### config.mk
export PLATFORM = sky130hd
export DESIGN_NAME = pipe_datapath_fwd
export DESIGN_NICKNAME = d
export VERILOG_FILES = /design/src/rtl/pipe_datapath_fwd.sv
export SDC_FILE = /design/constraint.sdc
export NUM_CORES = 1
export LEC_CHECK = 0
export CAP_MARGIN = 20
export CORE_UTILIZATION = 25
export DETAILED_ROUTE_END_ITERATION = 6
export GPL_ROUTABILITY_DRIVEN = 0
export GPL_TIMING_DRIVEN = 1
export HOLD_SLACK_MARGIN = 0.15
export PLACE_DENSITY = 0.83
export SLEW_MARGIN = 20
export SYNTH_ARGS = -nofsm -noshare
export SYNTH_HDL_FRONTEND = slang
export SYNTH_SLANG_ARGS = --single-unit
### constraint.sdc
create_clock -name clk -period 1.1 [get_ports clk]
set_input_delay 0.11 -clock clk [delete_from_list [all_inputs] [get_ports clk]]
set_output_delay 0.11 -clock clk [all_outputs]
set_load 0.01 [all_outputs]
### src/rtl/pipe_datapath_fwd.sv
// Parametrised 5-stage pipelined integer datapath with forwarding, load-use
// interlock and jump flush; control signals come from an external decoder.
module pipe_datapath_fwd #(
    parameter int    XLEN      = 32,
    parameter int    NREGS     = 32,
    parameter int    IMEM_AW   = 7,
    parameter int    DMEM_AW   = 7,
    parameter string IMEM_FILE = "instruction_memory.dat",
    parameter string DMEM_FILE = "data_memory.dat"
) (
    input  logic               clk,
    input  logic               reset,
    input  logic               MemRead,
    input  logic               MemWrite,
    input  logic [1:0]         MemToReg,
    input  logic               RegWrite,
    input  logic               PCSrc,
    input  logic [3:0]         ALUOp,
    input  logic [1:0]         ALUSrc,
    output logic [7:0]         Op,
    output logic [IMEM_AW-1:0] pc,
    output logic               stall,
    output logic               flush,
    input  logic [4:0]         dbg_raddr,
    output logic [XLEN-1:0]    dbg_rdata
);
    localparam int RIDX = $clog2(NREGS);
    typedef logic [RIDX-1:0] ridx_t;
    typedef struct packed {
        logic       memread;
        logic       memwrite;
        logic       regwrite;
        logic [1:0] memtoreg;
        logic [3:0] aluop;
        logic [1:0] alusrc;
    } ctl_t;

    logic [7:0]      imem [2**IMEM_AW];
    logic [7:0]      dmem [2**DMEM_AW];
    logic [XLEN-1:0] rf   [NREGS];

    logic [IMEM_AW-1:0] pc_q, pc_d, pc_plus4;
    logic [31:0]        fetch_instr;
    logic               ifid_valid_q, ifid_valid_d;
    logic [31:0]        ifid_instr_q, ifid_instr_d;
    logic [IMEM_AW-1:0] ifid_pc4_q, ifid_pc4_d;

    ctl_t               idex_ctl_q, idex_ctl_d, id_ctl;
    ridx_t              idex_rs1_q, idex_rs1_d, idex_rs2_q, idex_rs2_d, idex_rd_q, idex_rd_d;
    logic [XLEN-1:0]    idex_a_q, idex_a_d, idex_b_q, idex_b_d;
    logic [XLEN-1:0]    idex_imm_q, idex_imm_d, idex_shamt_q, idex_shamt_d;
    logic [IMEM_AW-1:0] idex_pc4_q, idex_pc4_d;

    logic               exmem_regwrite_q, exmem_regwrite_d, exmem_memread_q, exmem_memread_d;
    logic               exmem_memwrite_q, exmem_memwrite_d;
    logic [1:0]         exmem_memtoreg_q, exmem_memtoreg_d;
    ridx_t              exmem_rd_q, exmem_rd_d;
    logic [XLEN-1:0]    exmem_alu_q, exmem_alu_d, exmem_sd_q, exmem_sd_d;
    logic [IMEM_AW-1:0] exmem_pc4_q, exmem_pc4_d;

    logic               memwb_regwrite_q, memwb_regwrite_d;
    logic [1:0]         memwb_memtoreg_q, memwb_memtoreg_d;
    ridx_t              memwb_rd_q, memwb_rd_d;
    logic [XLEN-1:0]    memwb_alu_q, memwb_alu_d, memwb_ld_q, memwb_ld_d;
    logic [IMEM_AW-1:0] memwb_pc4_q, memwb_pc4_d;

    ridx_t              id_rs1, id_rs2, id_rd, dbg_idx;
    logic [XLEN-1:0]    id_a, id_b, wb_data, fwd_a, fwd_b, alu_b, alu_res, sh, mem_rdata;
    logic [IMEM_AW-1:0] id_target;
    logic               mw_fwd, wb_we;
    logic [DMEM_AW-1:0] ma0, ma1, ma2, ma3;
    logic [31:0]        ld_word, st_word;

    // Fetch and decode
    always_comb begin
        pc_plus4    = pc_q + IMEM_AW'(4);
        fetch_instr = {imem[pc_q], imem[pc_q + IMEM_AW'(1)],
                       imem[pc_q + IMEM_AW'(2)], imem[pc_q + IMEM_AW'(3)]};
        id_rd     = ifid_instr_q[27 +: RIDX];
        id_rs1    = ifid_instr_q[22 +: RIDX];
        id_rs2    = ifid_instr_q[17 +: RIDX];
        id_target = ifid_instr_q[8 +: IMEM_AW];
        Op        = ifid_valid_q ? ifid_instr_q[7:0] : 8'h00;
        id_ctl    = ifid_valid_q ? ctl_t'{MemRead, MemWrite, RegWrite, MemToReg, ALUOp, ALUSrc} : '0;
        dbg_idx   = dbg_raddr[RIDX-1:0];
        pc        = pc_q;
    end

    // Register file reads see a same-cycle WB write; R0 is forced to zero last
    always_comb begin
        mw_fwd = memwb_regwrite_q && (memwb_rd_q != '0);
        wb_we  = mw_fwd && !reset;
        case (memwb_memtoreg_q)
            2'b00:   wb_data = memwb_ld_q;
            2'b10:   wb_data = XLEN'(memwb_pc4_q);
            default: wb_data = memwb_alu_q;
        endcase
        id_a      = (wb_we && memwb_rd_q == id_rs1) ? wb_data : rf[id_rs1];
        id_b      = (wb_we && memwb_rd_q == id_rs2) ? wb_data : rf[id_rs2];
        dbg_rdata = (wb_we && memwb_rd_q == dbg_idx) ? wb_data : rf[dbg_idx];
        if (id_rs1 == '0) id_a = '0;
        if (id_rs2 == '0) id_b = '0;
        if (dbg_idx == '0) dbg_rdata = '0;
    end

    // Hazard control: a load-use stall suppresses any jump in ID this cycle
    always_comb begin
        stall = idex_ctl_q.memread && (idex_rd_q != '0) &&
                ((idex_rd_q == id_rs1) || (idex_rd_q == id_rs2));
        flush = ifid_valid_q && PCSrc && !stall;
        pc_d         = pc_plus4;
        ifid_valid_d = 1'b1;
        ifid_instr_d = fetch_instr;
        ifid_pc4_d   = pc_plus4;
        if (stall) begin
            pc_d         = pc_q;
            ifid_valid_d = ifid_valid_q;
            ifid_instr_d = ifid_instr_q;
            ifid_pc4_d   = ifid_pc4_q;
        end else if (flush) begin
            pc_d         = id_target;
            ifid_valid_d = 1'b0;
            ifid_instr_d = '0;
            ifid_pc4_d   = ifid_pc4_q;
        end
        idex_ctl_d   = stall ? ctl_t'('0) : id_ctl;
        idex_rs1_d   = id_rs1;
        idex_rs2_d   = id_rs2;
        idex_rd_d    = id_rd;
        idex_a_d     = id_a;
        idex_b_d     = id_b;
        idex_imm_d   = XLEN'($signed(ifid_instr_q[16:8]));
        idex_shamt_d = XLEN'(ifid_instr_q[16:8]);
        idex_pc4_d   = ifid_pc4_q;
    end

    // Execute with forwarding; store data is the forwarded rs2, not the ALU result
    always_comb begin
        fwd_a = idex_a_q;
        if (exmem_regwrite_q && exmem_rd_q != '0 && exmem_rd_q == idex_rs1_q) fwd_a = exmem_alu_q;
        else if (mw_fwd && memwb_rd_q == idex_rs1_q) fwd_a = wb_data;
        fwd_b = idex_b_q;
        if (exmem_regwrite_q && exmem_rd_q != '0 && exmem_rd_q == idex_rs2_q) fwd_b = exmem_alu_q;
        else if (mw_fwd && memwb_rd_q == idex_rs2_q) fwd_b = wb_data;
        case (idex_ctl_q.alusrc)
            2'b01:   alu_b = idex_imm_q;
            2'b10:   alu_b = idex_shamt_q;
            default: alu_b = fwd_b;
        endcase
        sh = alu_b % XLEN'(XLEN);
        case (idex_ctl_q.aluop)
            4'd1:    alu_res = fwd_a - alu_b;
            4'd2:    alu_res = fwd_a * alu_b;
            4'd3:    alu_res = fwd_a ^ alu_b;
            4'd4:    alu_res = fwd_a | alu_b;
            4'd5:    alu_res = fwd_a & alu_b;
            4'd6:    alu_res = fwd_a << sh;
            4'd7:    alu_res = $signed(fwd_a) >>> sh;
            4'd8:    alu_res = fwd_a >> sh;
            default: alu_res = fwd_a + alu_b;
        endcase
        exmem_regwrite_d = idex_ctl_q.regwrite;
        exmem_memread_d  = idex_ctl_q.memread;
        exmem_memwrite_d = idex_ctl_q.memwrite;
        exmem_memtoreg_d = idex_ctl_q.memtoreg;
        exmem_rd_d       = idex_rd_q;
        exmem_alu_d      = alu_res;
        exmem_sd_d       = fwd_b;
        exmem_pc4_d      = idex_pc4_q;
    end

    // Memory stage: big-endian word, byte addresses wrap around the data memory
    always_comb begin
        ma0       = exmem_alu_q[DMEM_AW-1:0];
        ma1       = ma0 + DMEM_AW'(1);
        ma2       = ma0 + DMEM_AW'(2);
        ma3       = ma0 + DMEM_AW'(3);
        ld_word   = {dmem[ma0], dmem[ma1], dmem[ma2], dmem[ma3]};
        st_word   = 32'(exmem_sd_q);
        mem_rdata = exmem_memread_q ? XLEN'(ld_word) : '0;
        memwb_regwrite_d = exmem_regwrite_q;
        memwb_memtoreg_d = exmem_memtoreg_q;
        memwb_rd_d       = exmem_rd_q;
        memwb_alu_d      = exmem_alu_q;
        memwb_ld_d       = mem_rdata;
        memwb_pc4_d      = exmem_pc4_q;
    end

    always_ff @(posedge clk) begin
        if (reset) begin
            pc_q             <= '0;
            ifid_valid_q     <= 1'b0;
            ifid_instr_q     <= '0;
            idex_ctl_q       <= '0;
            exmem_regwrite_q <= 1'b0;
            exmem_memread_q  <= 1'b0;
            exmem_memwrite_q <= 1'b0;
            memwb_regwrite_q <= 1'b0;
        end else begin
            pc_q             <= pc_d;
            ifid_valid_q     <= ifid_valid_d;
            ifid_instr_q     <= ifid_instr_d;
            idex_ctl_q       <= idex_ctl_d;
            exmem_regwrite_q <= exmem_regwrite_d;
            exmem_memread_q  <= exmem_memread_d;
            exmem_memwrite_q <= exmem_memwrite_d;
            memwb_regwrite_q <= memwb_regwrite_d;
        end
        ifid_pc4_q       <= ifid_pc4_d;
        idex_rs1_q       <= idex_rs1_d;
        idex_rs2_q       <= idex_rs2_d;
        idex_rd_q        <= idex_rd_d;
        idex_a_q         <= idex_a_d;
        idex_b_q         <= idex_b_d;
        idex_imm_q       <= idex_imm_d;
        idex_shamt_q     <= idex_shamt_d;
        idex_pc4_q       <= idex_pc4_d;
        exmem_memtoreg_q <= exmem_memtoreg_d;
        exmem_rd_q       <= exmem_rd_d;
        exmem_alu_q      <= exmem_alu_d;
        exmem_sd_q       <= exmem_sd_d;
        exmem_pc4_q      <= exmem_pc4_d;
        memwb_memtoreg_q <= memwb_memtoreg_d;
        memwb_rd_q       <= memwb_rd_d;
        memwb_alu_q      <= memwb_alu_d;
        memwb_ld_q       <= memwb_ld_d;
        memwb_pc4_q      <= memwb_pc4_d;
    end

    always_ff @(posedge clk) begin
        if (wb_we) rf[memwb_rd_q] <= wb_data;
    end

    always_ff @(posedge clk) begin
        if (!reset && exmem_memwrite_q) begin
            dmem[ma0] <= st_word[31:24];
            dmem[ma1] <= st_word[23:16];
            dmem[ma2] <= st_word[15:8];
            dmem[ma3] <= st_word[7:0];
        end
    end
endmodule

==> run summary <==
===============================================================================
Count of port buffers added during placement                                  8
Start-to-end type of the worst setup path                                in2out
Biggest fanout along the worst timing path                                    2
Worst skew pair latency                                                 0.24 ns
Maximum clock frequency                                                 971 MHz
CTS Hold Buffers Added                                                        0
CTS tree                                                                    yes
Number of buffers on the longest clock path                                   2
Die Footprint                                                         2340 um^2
Count of vias placed by the detailed router                                 279
Main flop type after synthesis                                     sky130_fd_sc_hd__dfxtp_1
Vias per inst                                                              2.74
Result of the run                                                  finished, final reports clean
Leakage power of the design                                            0.300 nW
Library cell used as clock root buffer                             sky130_fd_sc_hd__clkbuf_4
Post-synth ARST share                                                         0
GR Layer Usage met3                                                      0.0189
Top cells by area, synth                                           sky130_fd_sc_hd__buf_4 60%, sky130_fd_sc_hd__dfxtp_1 22%, sky130_fd_sc_hd__xor2_1 3.3%, sky130_fd_sc_hd__nor2_1 2.8%, sky130_fd_sc_hd__ha_1 2.3%
Summed area of non-filler cells in the final layout                    510 um^2
Kind of start point of the critical path                           primary input
Pwr/cell area                                                      1070 nW/um^2
Post-detail-place hpwl                                                   455 um
Post-Synthesis Mean Instance Area                                     8.41 um^2
Placed Cells                                                                 99
Pins over their slew limit                                                    0
Sequential fraction of the synthesis area                                 0.223
Final setup skew                                                     0.00305 ns
Total number of H-tree levels                                                 1
Met2 demand-to-capacity share in global routing                          0.0540
Setup violators final                                                         0
Busiest layer in global routing                                            met1
Number of max-capacitance violations reported                                 0
Cell count after synthesis                                                   64
Drc violations                                                                0
Arrival time reported for the critical path endpoint                    0.92 ns
EDFF count, synth                                                             0
Antenna violations before repair                                              0
Longest individual stage delay on the worst path                        0.45 ns
Count of warnings emitted by yosys                                            0
Slowest cell on the critical path                                  sky130_fd_sc_hd__clkdlybuf4s50_1
Kind of end point of the critical path                             primary output
Starting Density                                                          0.269
Count of pins on the block boundary                                          68
Flip-flop and latch count after synthesis                                     6
Die Wd                                                                  48.4 um
Netlist cell types                                                           12
First-pass GRT wire length                                               814 um
Layout cell share with drive strength beyond 1                           0.0933
Total detailed-routing wirelength                                        528 um
Total power of the final layout                                          547 uW
Largest area contributor in the netlist                            sky130_fd_sc_hd__buf_4
Number of endpoints with negative hold slack in the final report              0
Area inside the core boundary                                         2000 um^2
# diodes                                                                      0
Cell with the most instances after synthesis                       sky130_fd_sc_hd__buf_4
Final period utilization                                                  0.936
Most numerous cell types in the synthesized netlist                43 x sky130_fd_sc_hd__buf_4, 6 x sky130_fd_sc_hd__dfxtp_1, 4 x sky130_fd_sc_hd__nor2_1
Final antenna-violating net count                                             0
Number of global-route vias before repair                                   191
Share of the synthesized area in the top cell type                        0.600
GRT Resource Usage Total                                                 0.0504
Post-route insts no fill                                                    102
Layout area overhead                                                     -5.12%
Starting DRC count in detailed routing                                        0
Unrepaired setup endpoints after global routing                           false
DRT Pass-1 Iters                                                              1
Vertical extent of the die                                              48.4 um
Number of buffers created by CTS                                              3
Total number of placement rows                                               16
Cell breakdown of the critical path                                clkdlybuf4s50_1 -> and2_4 -> clkdlybuf4s15_1
Number of sinks on the clock net                                              6
Req. time, crit path                                                    0.99 ns
Shortest clock period the worst path allows after layout                1.03 ns
Clock-pin slew on the worst setup and hold paths                        0.04 ns
WL per Instance                                                         5.18 um
Fin nets                                                                     97
Summed instance area of the synthesized netlist                        538 um^2
Maximum number of pins on one net before global-route repair                  6
Met1 demand-to-capacity share in global routing                          0.0674
Placement Cell Area                                                    494 um^2
Largest vdd supply drop                                                0.474 mV
Grt ovf                                                                       0
Path category of the worst min-delay check                              reg2reg
===============================================================================
-- placed cells by master (no fill, tap or decap), types with 2 or more instances in the layout --
cell type,synthesis,routed
sky130_fd_sc_hd__conb_1,1,43
sky130_fd_sc_hd__xor2_1,2,2
sky130_fd_sc_hd__clkdlybuf4s50_1,0,2
sky130_fd_sc_hd__nor2_1,4,4
sky130_fd_sc_hd__dlygate4sd2_1,0,5
sky130_fd_sc_hd__dfxtp_1,6,6
sky130_fd_sc_hd__clkbuf_4,0,3
sky130_fd_sc_hd__nand3_1,2,2
-- sequential cells by signal, indices dropped and copies added, names as in the netlist --
| name | count |
|---|---|
| ifid_valid_q | 1 |
| pc | 5 |
-- stage by stage --
step                       util  setup slack [ns]  hold slack [ns]  TNS, ns
final                     0.255            0.0704            0.461        0
after global placement    0.247            -0.224            0.447   -0.231
after detailed placement  0.247            -0.231            0.453   -0.249
after CTS                 0.254            0.0203            0.464        0
after global routing      0.255            0.0298            0.485        0
after floorplan               -             0.135            0.305        0
-- cell type report --
| class | instances | area [um^2] |
|---|---|---|
| clock buffer | 3 | 22.5 |
| fill | 232 | 1490 |
| inverter | 1 | 3.75 |
| multi-input combinational | 56 | 249 |
| sequential | 6 | 120 |
| tap | 27 | 33.8 |
| timing repair buffer | 9 | 81.3 |
-- critical path, delay by kind of cell --
kind	cells	cell delay, ns
buf+inv	2	0.68
simple gates	1	0.13
-- what timing repair did --
action	in CTS	in global routing
endpoints found under the setup margin	6	1
buffers inserted	0	0
gates resized for setup	6	1
-- report_power, final --
part | internal [mW] | switching [mW] | leakage, nW | total (mW)
Combinational | 0.0291 | 0.0856 | 0.237 | 0.115
Sequential | 0.229 | 0.00740 | 0.0492 | 0.236
Clock | 0.123 | 0.0734 | 0.0138 | 0.196
Total | 0.381 | 0.166 | 0.300 | 0.547
-- layer usage --
layer  part of all wire  vias to the layer above
li1                   -                      132
met1               0.45                      116
met2               0.44                       31
met3               0.12                        0
met4                  0                        0
met5                  0                        -
-- cells by family (layout without fill, tap and decap cells) --
family / after synthesis / after routing / synth area share
adder cells (fa/ha/maj): 1 / 1 / 0.0233
AND/OR/NAND/NOR: 9 / 9 / 0.0907
XOR/XNOR: 3 / 3 / 0.0488
flip-flops: 6 / 6 / 0.223
other: 1 / 43 / 0.00697
buffers and inverters: 44 / 13 / 0.607
-- worst paths after layout --
check	depth (start not counted)	slack, ns	end	from
worst max register to register	4	0.14	pc[6]	pc[2]
worst min-delay path	1	0.46	pc[2]	pc[2]
worst max-delay path	3	0.07	flush	PCSrc
worst min register to register	1	0.46	pc[2]	pc[2]
No activity file was read; power rests on OpenSTA's default activity.
